===== src/rtl/conc_trace_capture.sv =====
// Trace capture for the b10 response side: timestamps cts/ctr/v_out samples into a buffer
// and drains them over valid/ready. Define CONC_TRACE_DELTA_EN for change-only capture.
module conc_trace_capture #(
    parameter int DEPTH = 31,
    parameter int AW    = 5,
    parameter int TSW   = 10
) (
    input  logic             i_clock,
    input  logic             i_reset,
    input  logic             i_arm,
    input  logic             i_stop,
    input  logic             i_cts,
    input  logic             i_ctr,
    input  logic [3:0]       i_v_out,
    input  logic             i_rd_ready,
    output logic             o_rd_valid,
    output logic [TSW+5:0]   o_rd_data,
    output logic [AW:0]      o_count,
    output logic             o_full,
    output logic             o_busy
);

    typedef enum logic [1:0] {
        S_IDLE    = 2'd0,
        S_CAPTURE = 2'd1,
        S_FULL    = 2'd2,
        S_DRAIN   = 2'd3
    } state_t;

    state_t          r_state;
    logic [AW-1:0]   r_wr_ptr;
    logic [AW-1:0]   r_rd_ptr;
    logic [AW:0]     r_count;
    logic [TSW-1:0]  r_ts;
    logic [TSW+5:0]  r_mem [0:DEPTH-1];

    logic [5:0]      w_sample;
    logic [TSW-1:0]  w_ts_next;
    logic            w_write;
    logic            w_fill;
    logic            w_rd_valid;
    logic            w_xfer;
    logic            w_last_rd;

    assign w_sample  = {i_cts, i_ctr, i_v_out};
    assign w_ts_next = (r_ts == {TSW{1'b1}}) ? r_ts : r_ts + TSW'(1);

`ifdef CONC_TRACE_DELTA_EN
    // Last value committed to the buffer; only meaningful once count is non-zero.
    logic [5:0] r_last;

    assign w_write = (r_state == S_CAPTURE) && ((r_count == '0) || (w_sample != r_last));

    always_ff @(posedge i_clock or posedge i_reset) begin
        if (i_reset) begin
            r_last <= '0;
        end else if (w_write) begin
            r_last <= w_sample;
        end
    end
`else
    assign w_write = (r_state == S_CAPTURE);
`endif

    assign w_fill     = w_write && (r_count == (AW+1)'(DEPTH - 1));
    assign w_rd_valid = (r_state == S_DRAIN) && ({1'b0, r_rd_ptr} < r_count);
    assign w_xfer     = w_rd_valid && i_rd_ready;
    assign w_last_rd  = w_xfer && ({1'b0, r_rd_ptr} == (r_count - (AW+1)'(1)));

    // Buffer storage carries no reset; rd_data is masked while nothing valid is presented.
    always_ff @(posedge i_clock) begin
        if (w_write) begin
            r_mem[r_wr_ptr] <= {r_ts, w_sample};
        end
    end

    always_ff @(posedge i_clock or posedge i_reset) begin
        if (i_reset) begin
            r_state  <= S_IDLE;
            r_wr_ptr <= '0;
            r_rd_ptr <= '0;
            r_count  <= '0;
            r_ts     <= '0;
        end else begin
            case (r_state)
                S_IDLE: begin
                    if (i_arm) begin
                        r_state  <= S_CAPTURE;
                        r_wr_ptr <= '0;
                        r_rd_ptr <= '0;
                        r_count  <= '0;
                        r_ts     <= '0;
                    end
                end
                S_CAPTURE: begin
                    r_ts <= w_ts_next;
                    if (w_write) begin
                        r_wr_ptr <= r_wr_ptr + AW'(1);
                        r_count  <= r_count + (AW+1)'(1);
                    end
                    // stop wins over the fill transition so the buffer goes straight to drain
                    if (i_stop) begin
                        r_state  <= S_DRAIN;
                        r_rd_ptr <= '0;
                    end else if (w_fill) begin
                        r_state <= S_FULL;
                    end
                end
                S_FULL: begin
                    r_ts <= w_ts_next;
                    if (i_stop) begin
                        r_state  <= S_DRAIN;
                        r_rd_ptr <= '0;
                    end
                end
                S_DRAIN: begin
                    if (r_count == '0) begin
                        r_state  <= S_IDLE;
                        r_rd_ptr <= '0;
                    end else if (w_xfer) begin
                        if (w_last_rd) begin
                            r_state  <= S_IDLE;
                            r_count  <= '0;
                            r_rd_ptr <= '0;
                        end else begin
                            r_rd_ptr <= r_rd_ptr + AW'(1);
                        end
                    end
                end
                default: r_state <= S_IDLE;
            endcase
        end
    end

    assign o_rd_valid = w_rd_valid;
    assign o_rd_data  = w_rd_valid ? r_mem[r_rd_ptr] : '0;
    assign o_count    = r_count;
    assign o_full     = (r_count == (AW+1)'(DEPTH));
    assign o_busy     = (r_state != S_IDLE);

endmodule


===== config.mk =====
export PLATFORM = sky130hd
export DESIGN_NAME = conc_trace_capture
export DESIGN_NICKNAME = d
export VERILOG_FILES = /design/src/rtl/conc_trace_capture.sv
export SDC_FILE = /design/constraint.sdc
export NUM_CORES = 1
export LEC_CHECK = 0
export CAP_MARGIN = 20
export CELL_PAD_IN_SITES_DETAIL_PLACEMENT = 1
export CELL_PAD_IN_SITES_GLOBAL_PLACEMENT = 1
export CORE_MARGIN = 4
export CORE_UTILIZATION = 54
export CTS_CLUSTER_DIAMETER = 80
export CTS_CLUSTER_SIZE = 20
export DETAILED_ROUTE_END_ITERATION = 8
export HOLD_SLACK_MARGIN = 0.03
export PLACE_DENSITY = 0.8
export SYNTH_ARGS = -nofsm -noshare
export SYNTH_HDL_FRONTEND = slang
export SYNTH_SLANG_ARGS = --single-unit

===== constraint.sdc =====
create_clock -name i_clock -period 4.3 [get_ports i_clock]
set_clock_uncertainty 0.2 [all_clocks]
set_input_delay 0.86 -clock i_clock [delete_from_list [all_inputs] [get_ports i_clock]]
set_output_delay 0.86 -clock i_clock [all_outputs]
set_load 0.1 [all_outputs]

==> impl_metrics.ini, run 1 <==
[cts]
htree_levels = 1
cts_sinks = 524
ctsHoldBuffers = 0
clkTransAtPathRegs_ns = 0.09
cts_buffer_depth = 3
cts-root-buf = clkbuf_16
insertion_delay_ns = 0.59
cts_tree = done
cts_buffers = 31

[synthesis]
synth_top_area_cell = edfxtp_1
synth_edf_count = 496
postSynth.asyncResetShare = 0.0534
netlist_area_sq_um = 21200
ys_seq_elements = 524
synth_cell_type_count = 60
synth.avg_cell_area_sq_um = 17.9
yosysWarnings = 0
synth_top_area_frac = 0.704
synthTopCellsByArea = edfxtp_1 (70%), mux4_2 (12%), dfrtp_1 (3.3%)
seq_area_frac_synth = 0.737
synthFlopType = edfxtp_1
netlist_instances = 1181
synthesis.nets = 1212

[global_route]
grt-ovfl-total = 0
first_global_vias = 12200
grt_pass1_wl_mm = 80.6
grtUsageTotal = 0.260
grt_max_degree = 84
antenna_found_initial = 3

[route]
wire_per_inst_um = 30.3
drc_errors = 0
vias_per_cell = 6.44
wl_mm = 53.8
vias = 11400
drt_iter0_drc = 1330
detail-route-antenna-nets = 0
firstDrtPassIters = 5

[final_layout]
design_area_sq_um = 23900
final_nets = 1277
diodes = 0
syn_to_final_growth_pct = 12.7
finalNonFillerCells = 1775
layout-drive-gt1-share = 0.234
fillers = 3325

[timing]
fin_crit_ns = 4.17
rsz0062_at_grt = false
maxSlewViolCount = 0
setup_viol = 0
fmax_mhz = 240
relSlewSlack = 0.325
period_share = 0.969
hold_viol = 0
tightest_slew_ns = 1.01

[worst_hold_path]
min_path_type = reg2reg
whs_path_depth = 1

[floorplan]
die_w_um = 206
rows = 72
ios = 36
die_y_um = 206
initial_core_util = 0.547
core_area_sq_um = 38700
dieArea_sq_um = 42400

[critical_path]
crit_path_max_fanout = 17
slowest_delay_ns = 0.62
worstSetupPathType = reg2out
setup.worst_path.end_class = output pin
critical-path-slowest-cell = dfrtp_4
path_cells = buf_12 > mux4_2 > nand2_1 > nand2_1 > a21oi_1 > o22ai_4 > buf_12
crit_required_ns = 3.24
critPathLaunchType = register
worstPathArrival_ns = 3.11
regToRegSetupSlack_ns = 1.17
worstRegToRegCells = 8

[power_and_ir_drop]
powerDensity_nw_per_um2 = 527
power_frac_seq = 0.492
power_frac_comb = 0.278
intPower_mw = 8.62
clkPwrFrac = 0.230
power.switching_mw = 3.96
p_sw_frac = 0.315
p_leak_nw = 7.57
vdd_drop_max_v = 0.000350

[place]
io_buffers = 35
place_area_sq_um = 23000
hpwlAfterDp_mm = 33.7
gp_congestion = 0.825
place_inst = 1729

[job]
drv_cap = 0

[run_status]
status = completed
==> sequential cells by signal (all words and copies together) (netlist names) <==
| name | count |
|---|---|
| r_ts | 10 |
| r_state | 2 |
| o_count | 6 |
| r_wr_ptr | 5 |
| r_mem | 496 |
| r_rd_ptr | 5 |
==> power groups by stage <==
stage	registers (mW)	logic (mW)	clock network, mW
2_1_floorplan	6.33	2.29	0
3_3_place_gp	6.30	3.31	0
3_5_place_dp	6.33	3.44	0
4_1_cts	6.19	3.50	2.94
5_1_grt	6.22	3.72	3.16
6_report	6.19	3.49	2.89
==> logic make-up after synthesis <==
logic type / Yosys count / share of synthesized area
flip-flops: 524 / 0.737
AND/OR/NAND/NOR: 284 / 0.0625
multiplexers: 131 / 0.128
AO/OA/AOI/OAI: 122 / 0.0374
buffers and inverters: 86 / 0.0173
adder cells (fa/ha/maj): 20 / 0.0118
XOR/XNOR: 14 / 0.00615
==> path summary, 6_finish.rpt <==
kind	from	endpoint
max	r_rd_ptr[0]	o_rd_data[7]
min	r_state[1]	r_state[1]
min reg2reg	r_state[1]	r_state[1]
max reg2reg	r_state[0]	r_ts[7]
max in group asynchronous	i_reset	o_count[4]
min in group asynchronous	i_reset	r_wr_ptr[0]
==> routing by layer <==
layer / part of all wire / wire (um) / GRT usage / up-vias
li1: - / - / - / 4781
met3: 0.072 / 3880 / 0.0322 / 93
met2: 0.50 / 27100 / 0.432 / 493
met5: 0.00019 / 10 / 0 / -
met4: 0.031 / 1660 / 0.0749 / 2
met1: 0.39 / 21100 / 0.369 / 6063
==> area by class of cell <==
class | instances | area [sq um] | share of cell area
clock buffers | 41 | 813 | 0.0341
clock inverters | 3 | 40.0 | 0.00168
inverters | 21 | 82.6 | 0.00346
multi-input cells | 571 | 5570 | 0.234
flip-flops and latches | 524 | 15600 | 0.655
well taps | 518 | 648 | 0.0272
repair buffers | 97 | 1080 | 0.0452
==> Yosys cell counts, types with 18 or more instances <==
cell type	instances
nand3_1	29
nor2_1	55
buf_2	19
a21oi_1	55
dfrtp_1	28
clkbuf_1	39
o22ai_1	18
edfxtp_1	496
inv_1	19
nand2_1	132
mux4_2	112
ha_1	20
and3_1	18
==> critical path: cells and delay by family, from the launching register on <==
kind	cells	cell delay, ns
DFF	1	0.62
AOI/OAI and AO/OA	2	0.70
buffers and inverters	2	0.42
muxes	1	0.54
and+or+nand+nor	2	0.21
==> placed cells by master, fill, tap and decap left out, drive strengths merged, types with 7 or more instances in the layout <==
master	count
mux4	112
xor2	7
nor3	14
nor2	55
dfrtp	28
mux2i	17
inv	23
o221ai	16
clkbuf	41
ha	20
o22ai	18
buf	81
edfxtp	496
o21ai	11
and3	18
xnor2	7
clkdlybuf4s50	16
nand3	29
a21oi	55
nand2	132
==> metrics by stage <==
stage | total power, mW | TNS [ns] | utilization | setup slack [ns] | hold WS, ns
6_report | 12.6 | 0 | 0.616 | 0.133 | 0.420
5_1_grt | 13.1 | 0 | 0.616 | 0.00557 | 0.458
4_1_cts | 12.6 | 0 | 0.615 | 0.0367 | 0.421
3_5_place_dp | 9.77 | 0 | 0.593 | 0.486 | 0.401
3_3_place_gp | 9.62 | 0 | 0.592 | 0.656 | 0.360
2_1_floorplan | 8.63 | -0.507 | - | -0.0507 | 0.329
==> what timing repair did <==
item,in CTS,in global routing
setup buffers,1,0
setup endpoints to repair,16,3
cloned,0,0
gates resized for setup,1,4
Note: power is estimated with default switching activity, not from simulation.
==> run 2: changes to the inputs <==
--- a/config.mk
+++ b/config.mk
@@ -5,7 +5,7 @@
 export SDC_FILE = /design/constraint.sdc
 export NUM_CORES = 1
 export LEC_CHECK = 0
-export CAP_MARGIN = 20
+export CAP_MARGIN = 10
 export CELL_PAD_IN_SITES_DETAIL_PLACEMENT = 1
 export CELL_PAD_IN_SITES_GLOBAL_PLACEMENT = 1
 export CORE_MARGIN = 4
==> run 2 against run 1 <==
  * Utilization down 0.13 points
  * Routed wire length increased by 1.5%
  * Power barely moved
  * First-iteration DRC count decreased by 7.2%
  * Design area shrank 0.20%
==> impl_metrics.ini, run 2 (synthesis gave the netlist of run 1 again) <==
[global_route]
grt-ovfl-total = 0
grtUsageTotal = 0.264
antenna_found_initial = 2
grt_pass1_wl_mm = 81.7
grt_max_degree = 84
first_global_vias = 12100

[floorplan]
ios = 36
rows = 72
die_y_um = 206
die_w_um = 206
initial_core_util = 0.547
dieArea_sq_um = 42400
core_area_sq_um = 38700

[final_layout]
layout-drive-gt1-share = 0.233
final_nets = 1275
final_cell_mix = edfxtp_1 (496), nand2_1 (130), mux4_2 (112)
syn_to_final_growth_pct = 12.4
diodes = 0
largest_reg_flops = 496
regMostFlops = r_mem
final_common_cell = edfxtp_1

[route]
drc_errors = 0
vias_per_cell = 6.46
drt_iter0_drc = 1234
firstDrtPassIters = 7
wl_mm = 54.6
wire_per_inst_um = 30.8
detail-route-antenna-nets = 0
vias = 11500

[cts]
cts_tree = done
cts_buffer_depth = 3
htree_levels = 1
cts_buffers = 30
cts-root-buf = clkbuf_16
cts_sinks = 524
insertion_delay_ns = 0.59
clkTransAtPathRegs_ns = 0.09
ctsHoldBuffers = 0

[power_and_ir_drop]
power_frac_seq = 0.493
clkPwrFrac = 0.229
power.total_mw = 12.6
vdd_drop_max_v = 0.000336
intPower_mw = 8.61
p_sw_frac = 0.316
power_frac_comb = 0.279
p_leak_nw = 7.55
powerDensity_nw_per_um2 = 528
power.switching_mw = 3.97

[timing]
hold_viol = 0
relSlewSlack = 0.326
tightest_slew_ns = 1.01
fmax_mhz = 241
maxSlewViolCount = 0
fin_setup_tns_ns = 0
fin_crit_ns = 4.16
rsz0062_at_grt = false
setup_viol = 0
period_share = 0.967

[critical_path]
setup.worst_path.end_class = output pin
critPathLaunchType = register
worstPathArrival_ns = 3.10
worstSetupPathType = reg2out
crit_required_ns = 3.24
crit_path_max_fanout = 16

[place]
gp_congestion = 0.825
io_buffers = 35
hpwlAfterDp_mm = 33.7

[worst_hold_path]
min_path_type = reg2reg

[job]
drv_cap = 0

[run_status]
status = completed
==> run 2: repair_timing <==
action	4_1_cts	5_1_grt
endpoints found under the setup margin	12	5
setup buffers	1	0
resized for setup	1	5
==> run 2: path summary, 6_finish.rpt <==
path                            slack [ns]         from  cells past startpoint           end
worst max-delay path                  0.14  r_rd_ptr[0]                      9  o_rd_data[6]
worst max register to register        1.31   r_state[0]                      8       r_ts[7]
min in group asynchronous             0.60      i_reset                      2   r_wr_ptr[0]
worst min register to register        0.43   r_state[1]                      1    r_state[1]
max in group asynchronous             2.56      i_reset                      2    o_count[3]
worst min-delay path                  0.43   r_state[1]                      1    r_state[1]
==> run 2: cell type report <==
| type | count | area, sq um |
|---|---|---|
| clock inverters | 1 | 16.3 |
| inverters | 21 | 78.8 |
| fillers | 3343 | 14900 |
| repair buffers | 96 | 1050 |
| well taps | 518 | 648 |
| clock buffers | 42 | 817 |
| flip-flops and latches | 524 | 15600 |
| multi-input cells | 571 | 5580 |
==> run 2: routing by layer <==
layer | global-route usage | share of wire | vias to the layer above
li1 | - | - | 4776
met1 | 0.372 | 0.40 | 6128
met2 | 0.444 | 0.51 | 484
met3 | 0.0392 | 0.072 | 66
met4 | 0.0599 | 0.021 | 0
met5 | 0 | 0 | -
==> run 2: through the flow <==
stage / util / hold WS (ns) / worst slack (ns) / area (sq um) / instances
CTS: 0.614 / 0.427 / 0.0570 / 23800 / 1772
finish: 0.615 / 0.425 / 0.144 / 23800 / 1773
global route: 0.615 / 0.462 / 0.00130 / 23800 / 1773
global placement: 0.592 / 0.360 / 0.656 / 22900 / 1728
detailed placement: 0.592 / 0.396 / 0.517 / 22900 / 1728
floorplan: - / 0.329 / -0.0507 / 21500 / 1181
==> run 2: critical path, stage by stage, from the launching register on <==
cell and delay, ns:
dfrtp_4 0.62, inv_1 0.16, ha_1 0.19, nand2b_4 0.14, a21oi_4 0.08, nor4_2 0.31
buf_4 0.30, o221ai_1 0.26, o22ai_4 0.22, buf_12 0.21
==> run 2: power by group through the flow <==
stage / combinational [mW] / clock [mW] / sequential [mW]
after floorplan: 2.29 / 0 / 6.33
after global placement: 3.31 / 0 / 6.30
after detailed placement: 3.45 / 0 / 6.33
after CTS: 3.51 / 2.91 / 6.20
after global routing: 3.74 / 3.12 / 6.22
final: 3.51 / 2.88 / 6.20
